## src/rtl/display_pkg.sv

```systemverilog
// Shared seven-segment glyphs (active-low, bit order g..a) and decoder state encoding.
package display_pkg;

    localparam int unsigned SEG_W = 7;
    localparam int unsigned CNT_W = 8;

    localparam logic [SEG_W-1:0] SEG_0     = 7'b1000000;
    localparam logic [SEG_W-1:0] SEG_1     = 7'b1111001;
    localparam logic [SEG_W-1:0] SEG_2     = 7'b0100100;
    localparam logic [SEG_W-1:0] SEG_3     = 7'b0110000;
    localparam logic [SEG_W-1:0] SEG_4     = 7'b0011001;
    localparam logic [SEG_W-1:0] SEG_5     = 7'b0010010;
    localparam logic [SEG_W-1:0] SEG_6     = 7'b0000010;
    localparam logic [SEG_W-1:0] SEG_7     = 7'b1111000;
    localparam logic [SEG_W-1:0] SEG_8     = 7'b0000000;
    localparam logic [SEG_W-1:0] SEG_9     = 7'b0011000;
    localparam logic [SEG_W-1:0] SEG_BLANK = 7'b1111111;

    typedef enum logic {FILTER, HOLD} state_t;

endpackage

```

## src/rtl/seg7_digit_decode.sv

```systemverilog
// Maps one active-low seven-segment pattern back to a digit; valid_c covers glyphs 0-9 and blank.
module seg7_digit_decode
    import display_pkg::*;
(
    input  logic [6:0] seg,
    output logic [3:0] digit_c,
    output logic       blank_c,
    output logic       valid_c
);

    always_comb begin
        digit_c = 4'd0;
        blank_c = 1'b0;
        valid_c = 1'b1;
        case (seg)
            SEG_0:     digit_c = 4'd0;
            SEG_1:     digit_c = 4'd1;
            SEG_2:     digit_c = 4'd2;
            SEG_3:     digit_c = 4'd3;
            SEG_4:     digit_c = 4'd4;
            SEG_5:     digit_c = 4'd5;
            SEG_6:     digit_c = 4'd6;
            SEG_7:     digit_c = 4'd7;
            SEG_8:     digit_c = 4'd8;
            SEG_9:     digit_c = 4'd9;
            SEG_BLANK: blank_c = 1'b1;
            default:   valid_c = 1'b0;
        endcase
    end

endmodule

```

## src/rtl/display_decoder.sv

```systemverilog
// Glitch-filtered two-digit seven-segment reader with valid/ready output.
// Optional DISPLAY_DECODER_OVERRUN_EN keeps filtering during HOLD and adds a sticky overrun flag.
module display_decoder
    import display_pkg::*;
#(
    parameter int unsigned STABLE_CYCLES = 4
) (
    input  logic        clk,
    input  logic        reset_n,
    input  logic [13:0] display,
    output logic [3:0]  value,
    output logic        value_valid,
    input  logic        value_ready,
    output logic        error
`ifdef DISPLAY_DECODER_OVERRUN_EN
    ,
    output logic        overrun
`endif
);

    localparam int unsigned DISP_W = 14;
    localparam logic [CNT_W-1:0] CNT_MAX = CNT_W'(STABLE_CYCLES - 1);

    logic [DISP_W-1:0] disp_q;
    logic              disp_vld;
    logic [DISP_W-1:0] cand;
    logic              cand_vld;
    logic [CNT_W-1:0]  count;
    logic [DISP_W-1:0] last_acc;
    logic              last_vld;
    state_t            state;

    logic [3:0] units_digit_c, tens_digit_c;
    logic       units_blank_c, tens_blank_c;
    logic       units_valid_c, tens_valid_c;
    logic [4:0] result_c;
    logic       dec_ok_c;
    logic       filter_en_c;
    logic       accept_c;

    seg7_digit_decode u_units (
        .seg     (cand[13:7]),
        .digit_c (units_digit_c),
        .blank_c (units_blank_c),
        .valid_c (units_valid_c)
    );

    seg7_digit_decode u_tens (
        .seg     (cand[6:0]),
        .digit_c (tens_digit_c),
        .blank_c (tens_blank_c),
        .valid_c (tens_valid_c)
    );

    // Units must be a real digit; tens may only be blank (0) or one.
    always_comb begin
        result_c = 5'(units_digit_c) + (tens_blank_c ? 5'd0 : 5'd10);
        dec_ok_c = units_valid_c && !units_blank_c && tens_valid_c
                   && (tens_blank_c || tens_digit_c == 4'd1)
                   && result_c <= 5'd15;
    end

`ifdef DISPLAY_DECODER_OVERRUN_EN
    assign filter_en_c = 1'b1;
`else
    assign filter_en_c = (state == FILTER);
`endif

    assign accept_c = filter_en_c && cand_vld && (count == CNT_MAX)
                      && (!last_vld || cand != last_acc);

    always_ff @(posedge clk) begin
        if (!reset_n) begin
            disp_q      <= '1;
            disp_vld    <= 1'b0;
            cand        <= '1;
            cand_vld    <= 1'b0;
            count       <= '0;
            last_acc    <= '1;
            last_vld    <= 1'b0;
            state       <= FILTER;
            value       <= 4'd0;
            value_valid <= 1'b0;
            error       <= 1'b0;
`ifdef DISPLAY_DECODER_OVERRUN_EN
            overrun     <= 1'b0;
`endif
        end else begin
            disp_q   <= display;
            disp_vld <= 1'b1;
            error    <= 1'b0;

            if (filter_en_c) begin
                if (disp_vld && (!cand_vld || disp_q != cand)) begin
                    cand     <= disp_q;
                    cand_vld <= 1'b1;
                    count    <= '0;
                end else if (cand_vld && count != CNT_MAX) begin
                    count <= count + CNT_W'(1);
                end
            end

            // Every accepted pattern is remembered, decodable or not, so it is judged once.
            if (accept_c) begin
                last_acc <= cand;
                last_vld <= 1'b1;
                if (dec_ok_c) value <= result_c[3:0];
                else          error <= 1'b1;
            end

            case (state)
                FILTER: begin
                    if (accept_c && dec_ok_c) begin
                        state       <= HOLD;
                        value_valid <= 1'b1;
                    end
                end
                HOLD: begin
`ifdef DISPLAY_DECODER_OVERRUN_EN
                    if (accept_c && dec_ok_c) begin
                        if (!value_ready) overrun <= 1'b1;
                    end else if (value_ready) begin
                        state       <= FILTER;
                        value_valid <= 1'b0;
                        count       <= '0;
                    end
`else
                    if (value_ready) begin
                        state       <= FILTER;
                        value_valid <= 1'b0;
                        count       <= '0;
                    end
`endif
                end
                default: state <= FILTER;
            endcase
        end
    end

endmodule
```

## config.mk

```make
export PLATFORM = sky130hd
export DESIGN_NAME = display_decoder
export DESIGN_NICKNAME = d
export VERILOG_FILES = /design/src/rtl/display_pkg.sv /design/src/rtl/seg7_digit_decode.sv /design/src/rtl/display_decoder.sv
export SDC_FILE = /design/constraint.sdc
export NUM_CORES = 1
export LEC_CHECK = 0
export CORE_AREA = 2 2 86 88
export CTS_CLUSTER_SIZE = 20
export DETAILED_ROUTE_END_ITERATION = 10
export DIE_AREA = 0 0 88 90
export PLACE_DENSITY = 0.6
export SLEW_MARGIN = 0
export SYNTH_ARGS = -nofsm -noshare
export SYNTH_HDL_FRONTEND = slang
export SYNTH_SLANG_ARGS = --single-unit
export TNS_END_PERCENT = 5
```

## constraint.sdc

```tcl
create_clock -name clk -period 3.2 [get_ports clk]
set_input_delay 0.64 -clock clk [delete_from_list [all_inputs] [get_ports clk]]
set_output_delay 0.64 -clock clk [all_outputs]
set_load 0.05 [all_outputs]
```

==> metrics <==
Slew @ Worst Pin=731.1 ps; Syn Std Cell Area=2819 µm²; wire length per cell=12.47 µm; GRT Util Overall=0.1490; Max-Cap Viols=0; first drt pass iteration count=4; Clk Latency, worst-skew pair=340 ps; Reg clk slew, reported paths=70 ps; Post-synth EDFFs=0; Post-Place Cells=396; Critical Path AT=2660 ps; Yosys reg bits=60; worst r2r path cells=9; Root Buffer=clkbuf_8; final setup TNS=0 ps; Slowest cell on crit path=dfxtp_1; CTS Buf Count=9; initial antenna violation count=0; global-route wire length before repair=9.018 mm; CORE AREA=7020 µm²; Post-CTS Setup Repair Bufs=0; # rows=31; layout cell share with drive strength beyond 1=0.1022; worst clock skew=9.650 ps; CP endpoint kind=flip-flop; Post-DP HPWL=3.723 mm; count of final setup violators=0; Pleak=1.214 nW; fin crit share=0.7606; drt drc=0; Req. time, crit path=3420 ps; RD Place Congestion=0.8221; Seq/Total Area, Yosys=0.4261; floorplan die width=88 µm; Final Critical Period=2434 ps; hold path depth=2; crit start category=flip-flop; Slew Viols, Final=0; total vias in the final route=1947; unrepaired setup endpoints after global routing=no; Post-CTS Hold Buffers=0; final cell count without fillers=412; vias in the first global route=1869; Ys Warns=0; Power Density=484.4 nW/µm²; syn_nets=310; synthesized area per cell=9.754 µm²; nets=329; crit path cell chain=or4b_1 -> o21ai_0 -> a31oi_1 -> inv_1 -> ha_1 -> and2_1 -> a221oi_4 -> nand2_2 -> mux2i_1; Post-CTS Resized=0; Initial DRC Count=84; Primary FF master, synth=dfxtp_1; area delta synth->final=16.60%; Clock Tree Buf Depth=2; CTS tree=yes; Distinct cells, synth=47; async set or reset register ratio after synthesis=0; Vias/cell=4.726; CTS sink count=60; # port buffers=22; CP Depth=9; CP max stage delay=630 ps; top-level port count=23; max_slew headroom=0.5081; H-Tree Depth=3; peak supply drop=0.2623 mV; die area=7920 µm²; ant diodes=0; crit-path max FO=12; outcome=completed; Buf/Inv on CP=1; Die Y=90 µm; pin count of the biggest net entering global routing=38; Final Hold Fails=0; DRT Wirelength=5.139 mm; Hold WC Path Type=reg -> reg; kind of critical path=reg -> reg; synthesized instance count=289; grt total ovfl=0; fmax=410.8 MHz; Initial Util=0.4015; Top delay family on crit path=compound AO/OA/AOI/OAI gates; Post-DRT Antenna Nets=0
==> per-stage QoR <==
| step | power (mW) | hold WS [ps] | instance area (µm²) | utilization | worst slack [ps] |
|---|---|---|---|---|---|
| 2_1_floorplan | 0.8947 | 436.4 | 2819 | - | 1016 |
| 3_3_place_gp | 0.9356 | 451.6 | 3087 | 0.4397 | 835.6 |
| 5_1_grt | 1.671 | 496.9 | 3287 | 0.4682 | 539.6 |
| 3_5_place_dp | 0.9366 | 460.8 | 3087 | 0.4397 | 797.5 |
| 6_report | 1.592 | 465.4 | 3287 | 0.4682 | 766.0 |
| 4_1_cts | 1.618 | 470.5 | 3287 | 0.4682 | 763.8 |
==> cells by family after synthesis <==
family | synth area share
AND/OR/NAND/NOR | 0.2326
buffers and inverters | 0.04128
XOR/XNOR | 0.1212
flip-flops | 0.4261
AO/OA/AOI/OAI | 0.04749
adder cells (fa/ha/maj) | 0.01775
multiplexers | 0.1136
==> tightest hold or removal path, cell delays in order, from the launching register on <==
cell,delay (ps)
dfxtp_1,310
nand2_1,50
mux2i_1,50
==> worst paths after layout <==
| path | slack, ps | from | to |
|---|---|---|---|
| worst max-delay path | 770 | cand[10] | value[2] |
| worst min register to register | 470 | value[0] | value[0] |
| worst max register to register | 770 | cand[10] | value[2] |
| worst min-delay path | 470 | value[0] | value[0] |
==> flip-flops by register name, summed over array words and instances, names as in the netlist, 4 cells and up <==
signal,flops
last_acc,14
disp_q,14
cand,14
count,8
value,4
==> placed cells by master, fill, tap and decap left out, types with 2 or more instances in the layout <==
master,n
a21oi_1,5
a31oi_1,2
buf_4,3
clkbuf_8,9
clkdlybuf4s50_1,22
clkinv_4,3
dfxtp_1,60
ha_1,4
inv_1,3
mux2i_1,32
nand2_1,41
nand2_2,2
nand2b_1,16
nand3_1,8
nand4_1,8
nor2_1,11
nor2b_1,3
nor3_1,8
nor3b_4,2
nor4_1,2
o21ai_0,4
xnor2_1,33
xor2_1,6
==> layout make-up <==
cell class	count	area, µm²
multi-input cells	209	1508
inverters	3	11.26
well taps	99	123.9
clock inverters	6	72.57
repair buffers	25	242.7
flip-flops and latches	60	1201
clock buffers	10	127.6
fillers	672	3734
==> per-layer routing <==
metal | share of wire | track usage | vias up
li1 | - | - | 1018
met2 | 0.45 | 0.2153 | 41
met3 | 0.048 | 0.06612 | 6
met4 | 0.016 | 0.05000 | 0
met5 | 0 | 0 | -
met1 | 0.49 | 0.1968 | 882
==> synthesized netlist by cell type (all sizes together), types with 4 or more instances <==
cell,number,area [µm²]
a21oi,6,33.78
buf,10,78.82
clkbuf,7,26.28
dfxtp,60,1201
ha,4,50.05
mux2i,32,320.3
nand2,43,166.4
nand2b,16,100.1
nand3,8,40.04
nand4,8,50.05
nor2,12,61.31
nor3,8,40.04
nor4,4,46.29
o21ai,5,25.02
xnor2,33,289.0
xor2,6,52.55
==> where the power goes <==
group | internal, mW | switching (mW)
Clock | 0.366 | 0.309
Combinational | 0.0682 | 0.0565
Sequential | 0.766 | 0.0271
Total | 1.20 | 0.393
Note: power is estimated with default switching activity, not from simulation.
